File: src/rtl/br_btb.sv
// br_btb: direct-mapped branch target buffer with 2-bit saturating direction
// counters. Lookup is combinational from the fetch PC; training arrives from
// the EX-stage branch resolution one instruction per cycle. Two free-running
// event counters track resolved control flow and mispredictions.
module br_btb #(
    parameter  int ENTRIES = 16,
    localparam int INDEX_W = $clog2(ENTRIES)
) (
    input  logic        i_clk,
    input  logic        i_rst_n,
    input  logic [31:0] i_pc_if,
    output logic        o_hit,
    output logic        o_pred_taken,
    output logic [31:0] o_next_pc,
    input  logic        i_upd_valid,
    input  logic [31:0] i_upd_pc,
    input  logic        i_upd_is_jump,
    input  logic        i_upd_taken,
    input  logic [31:0] i_upd_target,
    input  logic        i_mispred,
    input  logic        i_tbl_clear,
    output logic [31:0] o_ctrl_cnt,
    output logic [31:0] o_mispred_cnt
);

    localparam int TAG_W = 32 - INDEX_W - 2;

    logic [ENTRIES-1:0] valid_q,   valid_d;
    logic [ENTRIES-1:0] is_jump_q, is_jump_d;
    logic [TAG_W-1:0]   tag_q    [ENTRIES];
    logic [TAG_W-1:0]   tag_d    [ENTRIES];
    logic [31:0]        target_q [ENTRIES];
    logic [31:0]        target_d [ENTRIES];
    logic [1:0]         ctr_q    [ENTRIES];
    logic [1:0]         ctr_d    [ENTRIES];
    logic [31:0]        ctrl_cnt_q,    ctrl_cnt_d;
    logic [31:0]        mispred_cnt_q, mispred_cnt_d;

    logic [INDEX_W-1:0] lk_idx;
    logic [TAG_W-1:0]   lk_tag;
    logic [INDEX_W-1:0] upd_idx;
    logic [TAG_W-1:0]   upd_tag;
    logic               upd_hit;
    logic               taken_eff;
    logic               unused_pc_bits;

    // The two low PC bits never select an entry; only fetch uses them (pc+4).
    assign unused_pc_bits = ^i_upd_pc[1:0];

    assign lk_idx    = i_pc_if[INDEX_W+1:2];
    assign lk_tag    = i_pc_if[31:INDEX_W+2];
    assign upd_idx   = i_upd_pc[INDEX_W+1:2];
    assign upd_tag   = i_upd_pc[31:INDEX_W+2];
    assign upd_hit   = valid_q[upd_idx] && (tag_q[upd_idx] == upd_tag);
    assign taken_eff = i_upd_is_jump | i_upd_taken;

    // Lookup reads registered contents only, so a same-cycle update is not bypassed.
    always_comb begin
        o_hit        = valid_q[lk_idx] && (tag_q[lk_idx] == lk_tag);
        o_pred_taken = o_hit && (is_jump_q[lk_idx] || ctr_q[lk_idx][1]);
        o_next_pc    = o_pred_taken ? target_q[lk_idx] : (i_pc_if + 32'd4);
    end

    // Training: a clear beats any update; hits retrain, taken misses allocate.
    always_comb begin
        valid_d   = valid_q;
        is_jump_d = is_jump_q;
        tag_d     = tag_q;
        target_d  = target_q;
        ctr_d     = ctr_q;
        if (i_tbl_clear) begin
            valid_d = '0;
        end else if (i_upd_valid) begin
            if (upd_hit) begin
                if (i_upd_is_jump) begin
                    target_d[upd_idx]  = i_upd_target;
                    ctr_d[upd_idx]     = 2'b11;
                    is_jump_d[upd_idx] = 1'b1;
                end else if (i_upd_taken) begin
                    target_d[upd_idx] = i_upd_target;
                    if (ctr_q[upd_idx] != 2'b11) begin
                        ctr_d[upd_idx] = ctr_q[upd_idx] + 2'd1;
                    end
                end else if (ctr_q[upd_idx] != 2'b00) begin
                    ctr_d[upd_idx] = ctr_q[upd_idx] - 2'd1;
                end
            end else if (taken_eff) begin
                valid_d[upd_idx]   = 1'b1;
                tag_d[upd_idx]     = upd_tag;
                target_d[upd_idx]  = i_upd_target;
                is_jump_d[upd_idx] = i_upd_is_jump;
                ctr_d[upd_idx]     = i_upd_is_jump ? 2'b11 : 2'b10;
            end
        end
    end

    // Event counters count every resolved instruction, even in a clear cycle.
    always_comb begin
        ctrl_cnt_d    = ctrl_cnt_q + {31'd0, i_upd_valid};
        mispred_cnt_d = mispred_cnt_q + {31'd0, i_upd_valid & i_mispred};
    end

    assign o_ctrl_cnt    = ctrl_cnt_q;
    assign o_mispred_cnt = mispred_cnt_q;

    // State registers; reset empties the table and seeds counters to weak-NT.
    always_ff @(posedge i_clk or negedge i_rst_n) begin
        if (!i_rst_n) begin
            valid_q       <= '0;
            is_jump_q     <= '0;
            ctrl_cnt_q    <= '0;
            mispred_cnt_q <= '0;
            for (int i = 0; i < ENTRIES; i++) begin
                tag_q[i]    <= '0;
                target_q[i] <= '0;
                ctr_q[i]    <= 2'b01;
            end
        end else begin
            valid_q       <= valid_d;
            is_jump_q     <= is_jump_d;
            ctrl_cnt_q    <= ctrl_cnt_d;
            mispred_cnt_q <= mispred_cnt_d;
            for (int i = 0; i < ENTRIES; i++) begin
                tag_q[i]    <= tag_d[i];
                target_q[i] <= target_d[i];
                ctr_q[i]    <= ctr_d[i];
            end
        end
    end

endmodule

File: config.mk
export PLATFORM = sky130hd
export DESIGN_NAME = br_btb
export DESIGN_NICKNAME = d
export VERILOG_FILES = /design/src/rtl/br_btb.sv
export SDC_FILE = /design/constraint.sdc
export NUM_CORES = 2
export LEC_CHECK = 0
export CAP_MARGIN = 0
export CORE_MARGIN = 5
export CORE_UTILIZATION = 67
export DETAILED_ROUTE_END_ITERATION = 10
export GPL_TIMING_DRIVEN = 0
export PLACE_DENSITY = 0.95
export SYNTH_ARGS = -nofsm -noshare
export SYNTH_HDL_FRONTEND = slang
export SYNTH_SLANG_ARGS = --single-unit
File: constraint.sdc
create_clock -name i_clk -period 12 [get_ports i_clk]
set_input_delay 3.6 -clock i_clk [delete_from_list [all_inputs] [get_ports i_clk]]
set_output_delay 3.6 -clock i_clk [all_outputs]
set_load 0.005 [all_outputs]
======== Word level (Yosys, flattened, before mapping) ========
Cells that the tools add are included.
cells by class
  $add $sub $neg .......................... 5
  $lt $le $gt $ge ......................... 6
  equal/unequal tests ..................... 8
  mux-type cells .......................... 54
  bitwise logic cells ..................... 9
  reductions and logical operators ........ 15
operator list
  cell                   number
  $mux 512               4
  $bwmux 512             1
  $bwmux 416             1
  $mux 32                10
  $bmux 26 s4            2
  $mux 26                5
  $bmux 32 s4            1
  $demux 32 s4           1
  $mux 16                7
  $demux 26 s4           1
  $bwmux 32              3
  $add 32x1->32          2
  $eq 26x26->1           2
  $add 32x3->32 const B  1
  $or 16x16->16          2
  $or 32x32->32          1
  $bmux 2 s4             2
  $bwmux 16              1
  $bmux 1 s4             3
  $reduce_and 4->1       3
  $ge 5x5->1 const B     2
  $lt 4x5->1 const B     2
  $mux 2                 5
  $not 4->5              2
  18 further kinds       33
word-level totals
  register bits after elaboration ......... 1056

======== Longest topological paths before layout ========
  depth after elaboration ................. 10
  gate-level depth with buffers ........... 17
  gate-level depth less buffers ........... 10

======== Worst setup path before layout ========
Ideal clock, no wire load.
  path kind ............................... input port to output port
  start ................................... input port i_pc_if[3]
  end ..................................... output port o_next_pc[26]
  arrival ................................. 6.694 ns
  path slack .............................. 1.706 ns
  cell stages on the path ................. 10
  path buffers ............................ 7
  path through ............................ buf_2 > buf_2 > buf_1 > clkbuf_1 > buf_2 > buf_1 > clkbuf_1 > mux4_2 > mux4_2 > mux2_1
between the ends
  word-level cells in the longest chain between the ends .. 8
  elaborated cells on any way between the ends .. 20
ends and longest elaborated chain
  what                                         line        text
  start: declaration                           11          input logic [31:0] i_pc_if,
  $not 4->5 (not written as such)              59, 60, 61
  $bmux 26 s4                                  59          o_hit = valid_q[lk_idx] && (tag_q[lk_idx] == lk_tag);
  $mux 26 (not written as such) (2 in series)  59
  $eq 26x26->1                                 59
  $logic_and 1x1->1                            59
  $logic_and 1x1->1                            60          o_pred_taken = o_hit && (is_jump_q[lk_idx] || ctr_q[lk_idx][1]);
  $mux 32 *                                    61          o_next_pc = o_pred_taken ? target_q[lk_idx] : (i_pc_if + 32'd4);
  end: declaration                             14          output logic [31:0] o_next_pc,
Mark *: on every way between the ends. The rest lies on a longest branch, timed or not. The select of a mux whose other input is x is not followed.

======== Final worst setup path ========
  start ................................... input port i_pc_if[5]
  end ..................................... output port o_next_pc[2]
Same word-level chain as after synthesis.

==> impl_metrics.csv <==
group,metric,value,unit
cells_and_area,mostFrequentLayoutCell,"dfrtp_1",
cells_and_area,syn_to_final_growth,13.9,%
worst_setup_path,critPathRequiredTime,8.40,ns
worst_setup_path,crit_chain,"clkdlybuf4s50_1, clkbuf_2, clkbuf_1, a211oi_1, a21oi_2, xnor2_1, nand4_1, nor4_4, nor2b_1, buf_4, buf_6, mux2i_2, clkdlybuf4s50_1",
clocking,cts_num_sinks,1056,
grt,global_route_wire_length_before_repair,262000,um
clocking,insertion_delay,0.74,ns
worst_setup_path,startpoint_type,"primary input",
yosys,syn-mean-instance-area,15.1,sq um
grt,global_route.overflow_total,0,
yosys,synthArstFlopShare,100,%
cells_and_area,fin_util,76.9,%
sta,final-setup-viol-count,9,
flow_run,max_cap_violations,0,
power,static-leakage-power,27.1,nW
die,top_level_ports,201,
grt,grt_util_all_layers,40.9,%
cells_and_area,final_nets,3990,
die,die_height,295,um
clocking,cts_tree,"yes",
clocking,post_cts_hold_buffer_count,0,
route,vias_per_cell,7.48,
route,vias,37700,
cells_and_area,area.sequential,26400,sq um
yosys,synth.cell_area,54400,sq um
worst_setup_path,critical_path.slowest_cell,"clkbuf_1",
die,die_w,295,um
power,peakVddDrop,0.166,mV
clocking,clk_pin_slew_worst_paths,0.06,ns
grt,grt_start_max_net_pins,179,
sta,timing.final.ws_setup,-0.0502,ns
power,powerDensity,166,nW/um^2
die,core,80500,sq um
die,initial_utilization,67.5,%
sta,slew_limit_fails,0,
status,failed_checks,"setup timing",
worst_setup_path,cp-end-kind,"primary output",
sta,unrepaired_setup_endpoints_after_global_routing,"false",
sta,fmaxAchievable,0.0830,GHz
route,antenna_left,0,
placement,buffers_on_ports,175,
route,post-route-drc-count,0,
yosys,synth-edff-count,0,
hold_path,holdCritPathClass,"flop to flop",
sta,post-route-period-util,100,%
yosys,synth_fp_nets,3701,
sta,maxSlewHeadroom,6.64,%
route,drt-pass1-iter-count,9,
grt,first_global_vias,40300,
yosys,postSynthRegisterBits,1056,
worst_setup_path,worst_path_most_repeated_cell,"clkdlybuf4s50_1",
cells_and_area,stdcell_count,5039,
cells_and_area,layout-drive-gt1-share,43.6,%
placement,place.detailed.instances,4833,
placement,gp_congestion,0.971,
sta,layout_min_cycle_time,12.05,ns
yosys,dominantRegCellSynth,"dfrtp_1",
sta,timing.clock.skew,0.0709,ns
status,result_of_the_run,"finished, violations left",
die,std_cell_rows,104,
die,design.die.area,87000,sq um
sta,max_slew.worst_pin.slew,1.40,ns
cells_and_area,most-common-layout-cells,"dfrtp_1, mux2_2, mux4_2",
yosys,synth_cell_type_count,70,
route,wirelength,178000,um
route,drt-initial-drc-count,5443,
worst_setup_path,criticalPathCategory,"primary input to primary output",
yosys,synth.yosys.warnings,0,
power,total_power,10.3,mW
route,post_drt_wl_per_cell,35.3,um
yosys,postSynthCellCount,3591,
placement,hpwl_dp,112000,um
cells_and_area,fillCellCount,4131,
clocking,cts_buffer_depth,3,
clocking,cts_inserted_buffers,106,
clocking,h-tree-depth,3,
clocking,cts_root_buffer,"clkbuf_16",
worst_setup_path,worst-path-max-fanout,10,
grt,grt_antenna_before_repair,22,
cells_and_area,multi_input_gate_area_in_the_final_layout,26100,sq um
sta,finalHoldViolCount,0,
worst_setup_path,cp_slowest_stage_delay,0.75,ns
worst_setup_path,cp_data_arrival_time,8.45,ns
yosys,synth_sequential_area_ratio,48.6,%
-- flip-flops by register name (all words and copies together) (netlist names) --
register / flops
target_q: 512
valid_q: 16
ctr_q: 32
o_mispred_cnt: 32
tag_q: 416
o_ctrl_cnt: 32
is_jump_q: 16
-- where the power goes --
part	switching (mW)	internal [mW]	total (mW)
Sequential	0.471	4.15	4.62
Combinational	0.861	1.12	1.98
Clock	1.56	2.10	3.66
Total	2.89	7.37	10.3
-- cell usage after synthesis (3+ instances only) --
master,number,area (sq um)
dfrtp_1,1040,26000
mux2_2,675,7600
mux4_2,360,8110
mux2_4,285,4280
clkbuf_1,178,668
mux2i_1,125,1250
xnor2_1,97,850
nor2_1,88,330
nand2_1,62,233
buf_6,58,653
buf_2,53,265
inv_1,53,199
a21oi_1,52,260
xor2_1,51,447
nand3_1,45,225
and3_1,29,181
a22oi_1,27,203
nor2b_1,26,163
a211oi_1,24,180
o21ai_0,21,105
nand4_1,20,125
o22ai_1,20,125
buf_1,19,71.3
and2_1,16,100
dfstp_2,16,420
nor3_1,16,80.1
or4_1,16,120
a221oi_1,11,96.3
buf_4,11,82.6
and2_4,10,87.6
a31oi_1,8,50.1
mux2_1,8,90.1
ha_1,7,87.6
nand2b_1,6,37.5
a221oi_2,4,60.1
o211ai_1,4,30.0
a21o_1,3,22.5
a22o_1,3,26.3
and4_1,3,26.3
buf_8,3,45.0
nor4_1,3,18.8
-- layer usage --
layer	GRT usage, %	part of all wire (%)	wire length [um]
met4	28.9	9.2	16300
met2	60.6	45	79300
met5	1.27	0.083	147
met3	17.4	14	24200
met1	48.3	32	57700
-- what timing repair did --
action | 4_1_cts | 5_1_grt
resized for setup | 116 | 28
endpoints found under the setup margin | 34 | 30
buffers inserted | 0 | 0
-- final timing paths --
path	start	to	slack (ns)	cells after the start
setup / recovery	i_pc_if[5]	o_next_pc[2]	-0.05	13
hold / removal	o_ctrl_cnt[31]	o_ctrl_cnt[31]	0.47	1
setup reg to reg	tag_q[133]	tag_q[306]	7.50	11
hold reg to reg	o_ctrl_cnt[31]	o_ctrl_cnt[31]	0.47	1
max in group asynchronous	i_rst_n	target_q[426]	7.08	4
min in group asynchronous	i_rst_n	o_ctrl_cnt[29]	3.01	2
-- worst max-delay path: cells and delay by family --
family / cells / cell delay (ns)
xor gates and xnor gates: 1 / 0.20
muxes: 1 / 0.34
buffers and inverters: 6 / 2.86
and+or+nand+nor: 3 / 0.69
AOI/OAI and AO/OA: 2 / 0.73
-- area by class of cell --
class | count | share of cell area, %
plain buffers | 321 | 3.29
inverters | 53 | 0.321
repair buffers | 182 | 3.15
clock buffers | 141 | 4.83
multi-input cells | 2160 | 42.2
clock inverters | 54 | 1.36
flip-flops and latches | 1056 | 42.7
diodes | 12 | 0.0485
well taps | 1060 | 2.14
-- through the flow --
step	hold slack [ns]	TNS [ns]	setup WS, ns	area [sq um]
after CTS	0.470	0	0.00211	61800
after global routing	0.497	0	0.00108	61900
after floorplan	0.461	0	1.71	54400
final	0.469	-0.198	-0.0502	61900
after global placement	0.460	-	-38.87	57500
after detailed placement	0.462	-51.04	-1.68	57700
-- cells by family (layout without fill, tap and decap cells) --
kind of cell / count (synthesis) / in the layout / synth area share [%]
XOR/XNOR: 148 / 148 / 2.38
adder cells (fa/ha/maj): 7 / 7 / 0.161
multiplexers: 1453 / 1453 / 39.2
AND/OR/NAND/NOR: 352 / 352 / 3.42
AO/OA/AOI/OAI: 200 / 200 / 2.52
buffers and inverters: 375 / 751 / 3.65
other: 0 / 12 / 0
flip-flops: 1056 / 1056 / 48.6
(Power assumes the default switching activity.)
